[config.mk]
export PLATFORM = sky130hd
export DESIGN_NAME = alu_op_sequencer
export DESIGN_NICKNAME = d
export VERILOG_FILES = /design/src/rtl/alu_ctrl_pkg.sv /design/src/rtl/op_timeout_counter.sv /design/src/rtl/alu_op_sequencer.sv
export SDC_FILE = /design/constraint.sdc
export NUM_CORES = 1
export LEC_CHECK = 0
export CAP_MARGIN = 20
export CORE_ASPECT_RATIO = 0.6
export CORE_MARGIN = 3
export CORE_UTILIZATION = 54
export CTS_BUF_LIST = sky130_fd_sc_hd__clkbuf_16
export DETAILED_ROUTE_END_ITERATION = 12
export DONT_BUFFER_PORTS = 1
export PLACE_DENSITY_LB_ADDON = 0.1
export SYNTH_ARGS = -nofsm -noshare
export SYNTH_HDL_FRONTEND = slang
export SYNTH_HIERARCHICAL = 1
export SYNTH_SLANG_ARGS = --single-unit
[constraint.sdc]
create_clock -name clk -period 2.3 [get_ports clk]
set_input_delay 0.23 -clock clk [delete_from_list [all_inputs] [get_ports clk]]
set_output_delay 0.23 -clock clk [all_outputs]
set_load 0.05 [all_outputs]
[src/rtl/alu_ctrl_pkg.sv]
// Shared ALU front-end definitions: state encoding and default datapath widths.
// Also consumed by the ALU top and the LED/display decoder.
package alu_ctrl_pkg;

    localparam int unsigned DEFAULT_WIDTH = 8;
    localparam int unsigned DEFAULT_OPW   = 4;

    typedef enum logic [2:0] {
        ST_LOAD_A  = 3'd0,
        ST_LOAD_B  = 3'd1,
        ST_LOAD_OP = 3'd2,
        ST_EXEC    = 3'd3,
        ST_WAIT    = 3'd4,
        ST_SHOW    = 3'd5,
        ST_ERR     = 3'd6
    } state_e;

endpackage

[src/rtl/op_timeout_counter.sv]
// Saturating cycle counter guarding the ALU wait; expired flags the final allowed cycle.
module op_timeout_counter #(
    parameter int unsigned TIMEOUT = 255
) (
    input  logic clk,
    input  logic rst,
    input  logic clr,
    input  logic en,
    output logic expired
);

    localparam int unsigned CW = $clog2(TIMEOUT + 1);
    localparam logic [CW-1:0] LAST = CW'(TIMEOUT - 1);
    localparam logic [CW-1:0] MAX  = CW'(TIMEOUT);

    logic [CW-1:0] cnt_q, cnt_d;

    always_comb begin
        cnt_d = cnt_q;
        if (clr) begin
            cnt_d = '0;
        end else if (en && (cnt_q != MAX)) begin
            cnt_d = cnt_q + CW'(1);
        end
    end

    always_ff @(posedge clk) begin
        if (rst) begin
            cnt_q <= '0;
        end else begin
            cnt_q <= cnt_d;
        end
    end

    assign expired = (cnt_q >= LAST);

endmodule

[src/rtl/alu_op_sequencer.sv]
// ALU front-end: sequences operand/opcode entry from button pulses, launches the ALU,
// guards the wait with a timeout and holds the result (optionally chained back into A).
module alu_op_sequencer
    import alu_ctrl_pkg::*;
#(
    parameter int unsigned WIDTH   = DEFAULT_WIDTH,
    parameter int unsigned OPW     = DEFAULT_OPW,
    parameter int unsigned TIMEOUT = 255
) (
    input  logic             clk,
    input  logic             rst,
    input  logic [WIDTH-1:0] sw,
    input  logic             btn_enter,
    input  logic             btn_clear,
    input  logic             btn_chain,
    output logic [WIDTH-1:0] alu_a,
    output logic [WIDTH-1:0] alu_b,
    output logic [OPW-1:0]   alu_op,
    output logic             alu_start,
    input  logic             alu_done,
    input  logic [WIDTH-1:0] alu_result,
    output logic [WIDTH-1:0] result,
    output logic [2:0]       state_code,
    output logic             busy,
    output logic             err_timeout
);

    state_e           state_q, state_d;
    logic [WIDTH-1:0] a_q, a_d;
    logic [WIDTH-1:0] b_q, b_d;
    logic [OPW-1:0]   op_q, op_d;
    logic [WIDTH-1:0] res_q, res_d;
    logic             err_q, err_d;
    logic             timer_expired;

    op_timeout_counter #(
        .TIMEOUT (TIMEOUT)
    ) u_timer (
        .clk     (clk),
        .rst     (rst),
        .clr     ((state_q == ST_EXEC) || btn_clear),
        .en      (state_q == ST_WAIT),
        .expired (timer_expired)
    );

    always_ff @(posedge clk) begin
        if (rst) begin
            state_q <= ST_LOAD_A;
            a_q     <= '0;
            b_q     <= '0;
            op_q    <= '0;
            res_q   <= '0;
            err_q   <= 1'b0;
        end else begin
            state_q <= state_d;
            a_q     <= a_d;
            b_q     <= b_d;
            op_q    <= op_d;
            res_q   <= res_d;
            err_q   <= err_d;
        end
    end

    always_comb begin
        state_d = state_q;
        a_d     = a_q;
        b_d     = b_q;
        op_d    = op_q;
        res_d   = res_q;
        err_d   = err_q;
        if (btn_clear) begin
            state_d = ST_LOAD_A;
            a_d     = '0;
            b_d     = '0;
            op_d    = '0;
            res_d   = '0;
            err_d   = 1'b0;
        end else begin
            case (state_q)
                ST_LOAD_A: if (btn_enter) begin
                    a_d     = sw;
                    state_d = ST_LOAD_B;
                end
                ST_LOAD_B: if (btn_enter) begin
                    b_d     = sw;
                    state_d = ST_LOAD_OP;
                end
                ST_LOAD_OP: if (btn_enter) begin
                    op_d    = sw[OPW-1:0];
                    state_d = ST_EXEC;
                end
                ST_EXEC: state_d = ST_WAIT;
                // done is checked first so a completion on the final count is not lost
                ST_WAIT: begin
                    if (alu_done) begin
                        res_d   = alu_result;
                        state_d = ST_SHOW;
                    end else if (timer_expired) begin
                        err_d   = 1'b1;
                        state_d = ST_ERR;
                    end
                end
                ST_SHOW: begin
                    if (btn_chain) begin
                        a_d     = res_q;
                        state_d = ST_LOAD_B;
                    end else if (btn_enter) begin
                        state_d = ST_LOAD_A;
                    end
                end
                ST_ERR:  state_d = ST_ERR;
                default: state_d = ST_LOAD_A;
            endcase
        end
    end

    always_comb begin
        alu_a       = a_q;
        alu_b       = b_q;
        alu_op      = op_q;
        result      = res_q;
        err_timeout = err_q;
        state_code  = state_q;
        alu_start   = (state_q == ST_EXEC);
        busy        = (state_q == ST_EXEC) || (state_q == ST_WAIT);
    end

endmodule
# After elaboration in Yosys (flattened, before gate mapping)
# Index checks and enable logic that the tools add are counted.
[totals]
regBits = 40
elab_cells = 47
[classes]
n_addsub = 1
n_lt_le_gt_ge = 1
n_eq_ne = 13
muxes = 11
n_bitwise = 1
n_reduce_logical = 13
[ops]
columns = ["operator", "n"]
rows = [
  ["$mux 3", 7],
  ["$pmux 3 s7", 1],
  ["$mux 8", 2],
  ["$pmux 8 s2", 1],
  ["$eq 3x3->1 const B", 3],
  ["$add 8x1->8 const B", 1],
  ["$ge 8x8->1 const B", 1],
  ["$ne 2x2->1 const B", 4],
  ["$ne 8x8->1 const B", 1],
  ["$eq 3x2->1 const B", 2],
  ["$ne 3x3->1 const B", 2],
  ["$reduce_and 2->1", 3],
  ["$reduce_and 3->1", 2],
  ["$reduce_and 5->1", 1],
  ["$reduce_or 2->1", 2],
  ["$eq 3x1->1 const B", 1],
  ["$logic_not 3->1", 1],
  ["$logic_or 1x1->1", 2],
  ["$reduce_bool 2->1", 1],
  ["$logic_and 1x1->1", 1],
  ["$not 1->1", 1],
]

# Logic depth before layout (Yosys ltp)
[logic_depth]
word_depth = 4
mapped_depth = 8
mapped_depth_nobuf = 8

# Cells and area by module
# Netlist, hierarchy kept.
[by_module_without_submodules]
columns = ["mod", "n_inst", "cells_per_inst", "area_per_inst_um2"]
rows = [
  ["alu_op_sequencer", 1, 154, 1391.3],
  ["op_timeout_counter", 1, 50, 441.7],
]

# Worst setup path before layout
# OpenSTA, ideal clock, no wires.
[synth_path]
kind = "reg-to-reg"
from = "register state_q[2] (netlist: state_code[2])"
to = "register u_timer.cnt_q[7]"
arrival_ns = 2.263
setup_slack_ns = -0.080
path_stages_with_launch = 6
path_buffers = 1
period_less_slack_ns = 2.380
path_cell_list = "dfxtp_1 -> buf_4 -> nor3b_1 -> nand3_2 -> or4_1 -> o211a_1"
[synth_between]
elab_chain_cells = 3
word_cells_on_any_way = 5
classes_between = "eq/ne (2); reduce/logical (3)"
[synth_lines]
columns = ["item", "line", "rtl"]
rows = [
  ["from (decl)", "alu_op_sequencer.sv:28", "state_e state_q, state_d;"],
  ["from (signal assigned)", "alu_op_sequencer.sv:55", "state_q <= state_d;"],
  ["$eq 3x2->1", "alu_op_sequencer.sv:41", ".clr ((state_q == ST_EXEC) || btn_clear),"],
  ["$logic_or 1x1->1", "alu_op_sequencer.sv:41", ""],
  ["$reduce_or 2->1 (no line)", "-", ""],
  ["to (signal assigned)", "op_timeout_counter.sv:31", "cnt_q <= cnt_d;"],
  ["to (decl)", "op_timeout_counter.sv:16", "logic [CW-1:0] cnt_q, cnt_d;"],
]
# Parallel ways exist; a longest one is shown, timed or not.
# A chain may end at the register's enable or synchronous reset.

# Worst setup path after layout
[layout_path]
from = "register state_q[0] (netlist: state_code[0])"
to = "register b_q[5] (netlist: alu_b[5])"
[layout_between]
elab_chain_cells = 2
[layout_lines]
columns = ["item", "line", "rtl"]
rows = [
  ["$eq 3x1->1", "alu_op_sequencer.sv:79", "case (state_q)"],
  ["$reduce_and 2->1 (no line)", "-", ""],
  ["to (signal assigned)", "alu_op_sequencer.sv:50", "b_q <= '0;"],
  ["to (signal assigned)", "alu_op_sequencer.sv:57", "b_q <= b_d;"],
  ["to (decl)", "alu_op_sequencer.sv:30", "logic [WIDTH-1:0] b_q, b_d;"],
]
# No other way between the ends.

==> results by group <==
STA
  – Worst hold slack: 0.0809 ns
  – Worst slew pin tran: 0.606 ns
  – Final hold violation count: 0
  – Slew Viols, Final: 0
  – Worst setup margin: 0.403 ns
  – Final setup viols: 0
  – Period utilisation layout: 82.5%
  – Setup TNS Final: 0 ns
  – Tmin final: 1.90 ns
  – Worst slew margin: 59.6%
  – RSZ-0062 raised after global routing: false
  – Worst Skew: 0.00722 ns
  – Fmax: 527 MHz

Clock tree
  – Cts-stage hold buffer count: 0
  – Max Root-Sink Buffers: 2
  – Clock sinks: 40
  – CTS tree: done
  – Clk pin slew, worst setup/hold paths: 0.06 ns
  – Resized Gates After CTS: 0
  – CTS buffer count: 5
  – Clock root cell: clkbuf_16
  – H-tree levels: 2
  – Post-CTS setup buffers: 0
  – Worst skew pair latency: 0.28 ns

Die
  – Placeable Area: 0.00306 mm2
  – FP Rows: 15
  – # IOs: 56
  – Starting density of the core: 59.9%
  – Die W: 81.2 um
  – Die ar.: 0.00415 mm2
  – Height of the die: 51.1 um

Routing
  – # DRC: 0
  – ANT nets after route: 0
  – Detailed-route wire length: 4450 um
  – Routed vias: 1514
  – Initial DRT Pass Iterations: 4
  – Routed length per instance: 17.9 um
  – Initial DRC Count: 113
  – Vias per inst: 6.08

Min path
  – Worst hold-check path type: input pin to flip-flop

Global route
  – Overflow after GRT: 0
  – Vias in the first global route: 1470
  – Antenna violations before repair: 0
  – First-pass GRT wire length: 7150 um
  – GRT Util Overall: 23.0%
  – Largest net degree at the start of global routing: 33

Final layout
  – Layout cells sized above 1: 10.6%
  – Area delta synth->final: 10.9%
  – Final std cells w/o fill: 249
  – ANT cells: 0
  – Nets: 230
  – Fill cells: 242

Synth
  – Synth warn: 6
  – Syn nets: 228
  – Synth Cell Area: 0.00183 mm2
  – FFs w/ async S/R, synth: 0%
  – EDFF count, synth: 0
  – Mapped Cells: 204
  – Library cells used by synthesis: 38
  – Synthesis-stage register bit count: 40
  – Sequential share of the synthesized area: 43.7%
  – Primary FF master, synth: dfxtp_1
  – Syn_area_per_cell: 8.99 um2

Worst setup path
  – Critical R2R Launch: state_code[0]
  – CP endpoint: alu_b[5]
  – Reg-to-reg slack, setup: 0.40 ns
  – CP startpoint: state_code[0]
  – WP data arrival: 2.10 ns
  – Reg2reg end: alu_b[5]
  – Worst Setup Path Type: flip-flop to flip-flop
  – Crit-path max FO: 9
  – Reg2Reg Depth: 5
  – Crit path launch type: flip-flop
  – Crit end category: flip-flop
  – CP Data Required Time: 2.50 ns

Pwr
  – LEAKAGE: 0.000768 uW
  – Overall power: 1600 uW
  – Worst VDD drop: 0.413 mV
  – Pwr dens: 788 mW/mm2

Placed design
  – Cells after DPL: 241
  – Dpl hpwl: 3310 um
  – Dpl ws: 0.431 ns
  – I/O Buffers: 0
  – Gpl congestion: 0.857

Outcome
  – Status: complete, no violations

Flow run
  – Max Cap Viol: 0
[flip-flops by register name, summed over array words and instances, names as in the netlist]
signal	cells
alu_a	8
alu_b	8
result	8
u_timer/cnt_q	8
alu_op	4
state_code	3
err_timeout	1
[cell type report]
cell class	count	area (um2)	area share [%]
Multi-Input combinational cell	149	956	47.0
Sequential cell	40	801	39.4
Clock buffer	5	125	6.15
Tap cell	42	52.6	2.58
Clock inverter	3	42.5	2.09
Timing Repair Buffer	5	37.5	1.85
Inverter	5	18.8	0.923
[routing by layer]
layer	part of all wire, %	routed length [um]	global-route usage (%)	vias up
met2	44	1950	34.7	86
met3	14	601	8.63	2
met4	0.22	10	4.21	0
li1	-	-	-	725
met1	42	1890	31.5	701
met5	0	0	0	-
[placed cells by master (no fill, tap or decap), types with 2 or more instances in the layout]
master     count
a211oi_1       8
a211oi_2       2
a21oi_1       15
a31oi_1        4
and2_1         2
and4_1         2
buf_4          5
clkbuf_16      5
dfxtp_1       40
ha_1           2
inv_1          5
mux2i_1       23
nand2_1       26
nand2b_1       3
nand3_1        4
nand3_2        2
nor2_1        27
nor3b_1        2
o211ai_1       3
o21ai_0        4
o31ai_1        2
or2_2          2
or3_1          2
[cells by family after synthesis]
logic type / Yosys count / share of synthesized area, %
AO/OA/AOI/OAI: 42 / 15.6
XOR/XNOR: 1 / 0.478
adder cells (fa/ha/maj): 2 / 1.36
buffers and inverters: 15 / 4.44
flip-flops: 40 / 43.7
multiplexers: 23 / 12.6
AND/OR/NAND/NOR: 81 / 21.9
[worst max-delay path: stages (launching register included)]
cell     delay [ns]
dfxtp_1        0.51
buf_4          0.30
nor3b_1        0.37
and2_1         0.39
nand2_1        0.11
a21oi_1        0.13
[power by group]
group	internal (uW)	total (uW)	switching, uW
logic	26.2	76.8	50.6
registers	703	741	38.3
clock network	510	784	274
[cells in the mapped netlist, types with 2 or more instances]
library cell	count	area (um2)
buf_4	2	15.0
clkbuf_1	4	15.0
a211oi_1	8	60.1
nand2_1	26	97.6
a21oi_1	15	75.1
o21ai_0	4	20.0
nand3_1	4	20.0
or2_2	2	12.5
a211oi_2	2	25.0
ha_1	2	25.0
a31oi_1	4	25.0
buf_6	2	22.5
and2_1	2	12.5
o31ai_1	2	15.0
buf_2	2	10.0
inv_1	5	18.8
nor3b_1	3	22.5
dfxtp_1	40	801
or3_1	2	12.5
nand2b_1	3	18.8
nand3_2	2	20.0
mux2i_1	23	230
o211ai_1	3	22.5
nor2_1	27	101
and4_1	2	17.5
[through the flow]
stage	area, um2	utilization (%)
after floorplan	1840	-
after global placement	1870	61.0
after detailed placement	1870	61.0
after CTS	2030	66.5
after global routing	2030	66.5
final	2030	66.5
[worst min path at each step]
stage	end	cells after the start	start
after global routing	alu_b[1]	2	sw[1]
after floorplan	alu_b[0]	2	sw[0]
after detailed placement	alu_b[1]	2	sw[1]
final	alu_b[1]	2	sw[1]
after global placement	alu_b[7]	2	sw[7]
after CTS	alu_b[1]	2	sw[1]
No activity file was read; power rests on OpenSTA's default activity.
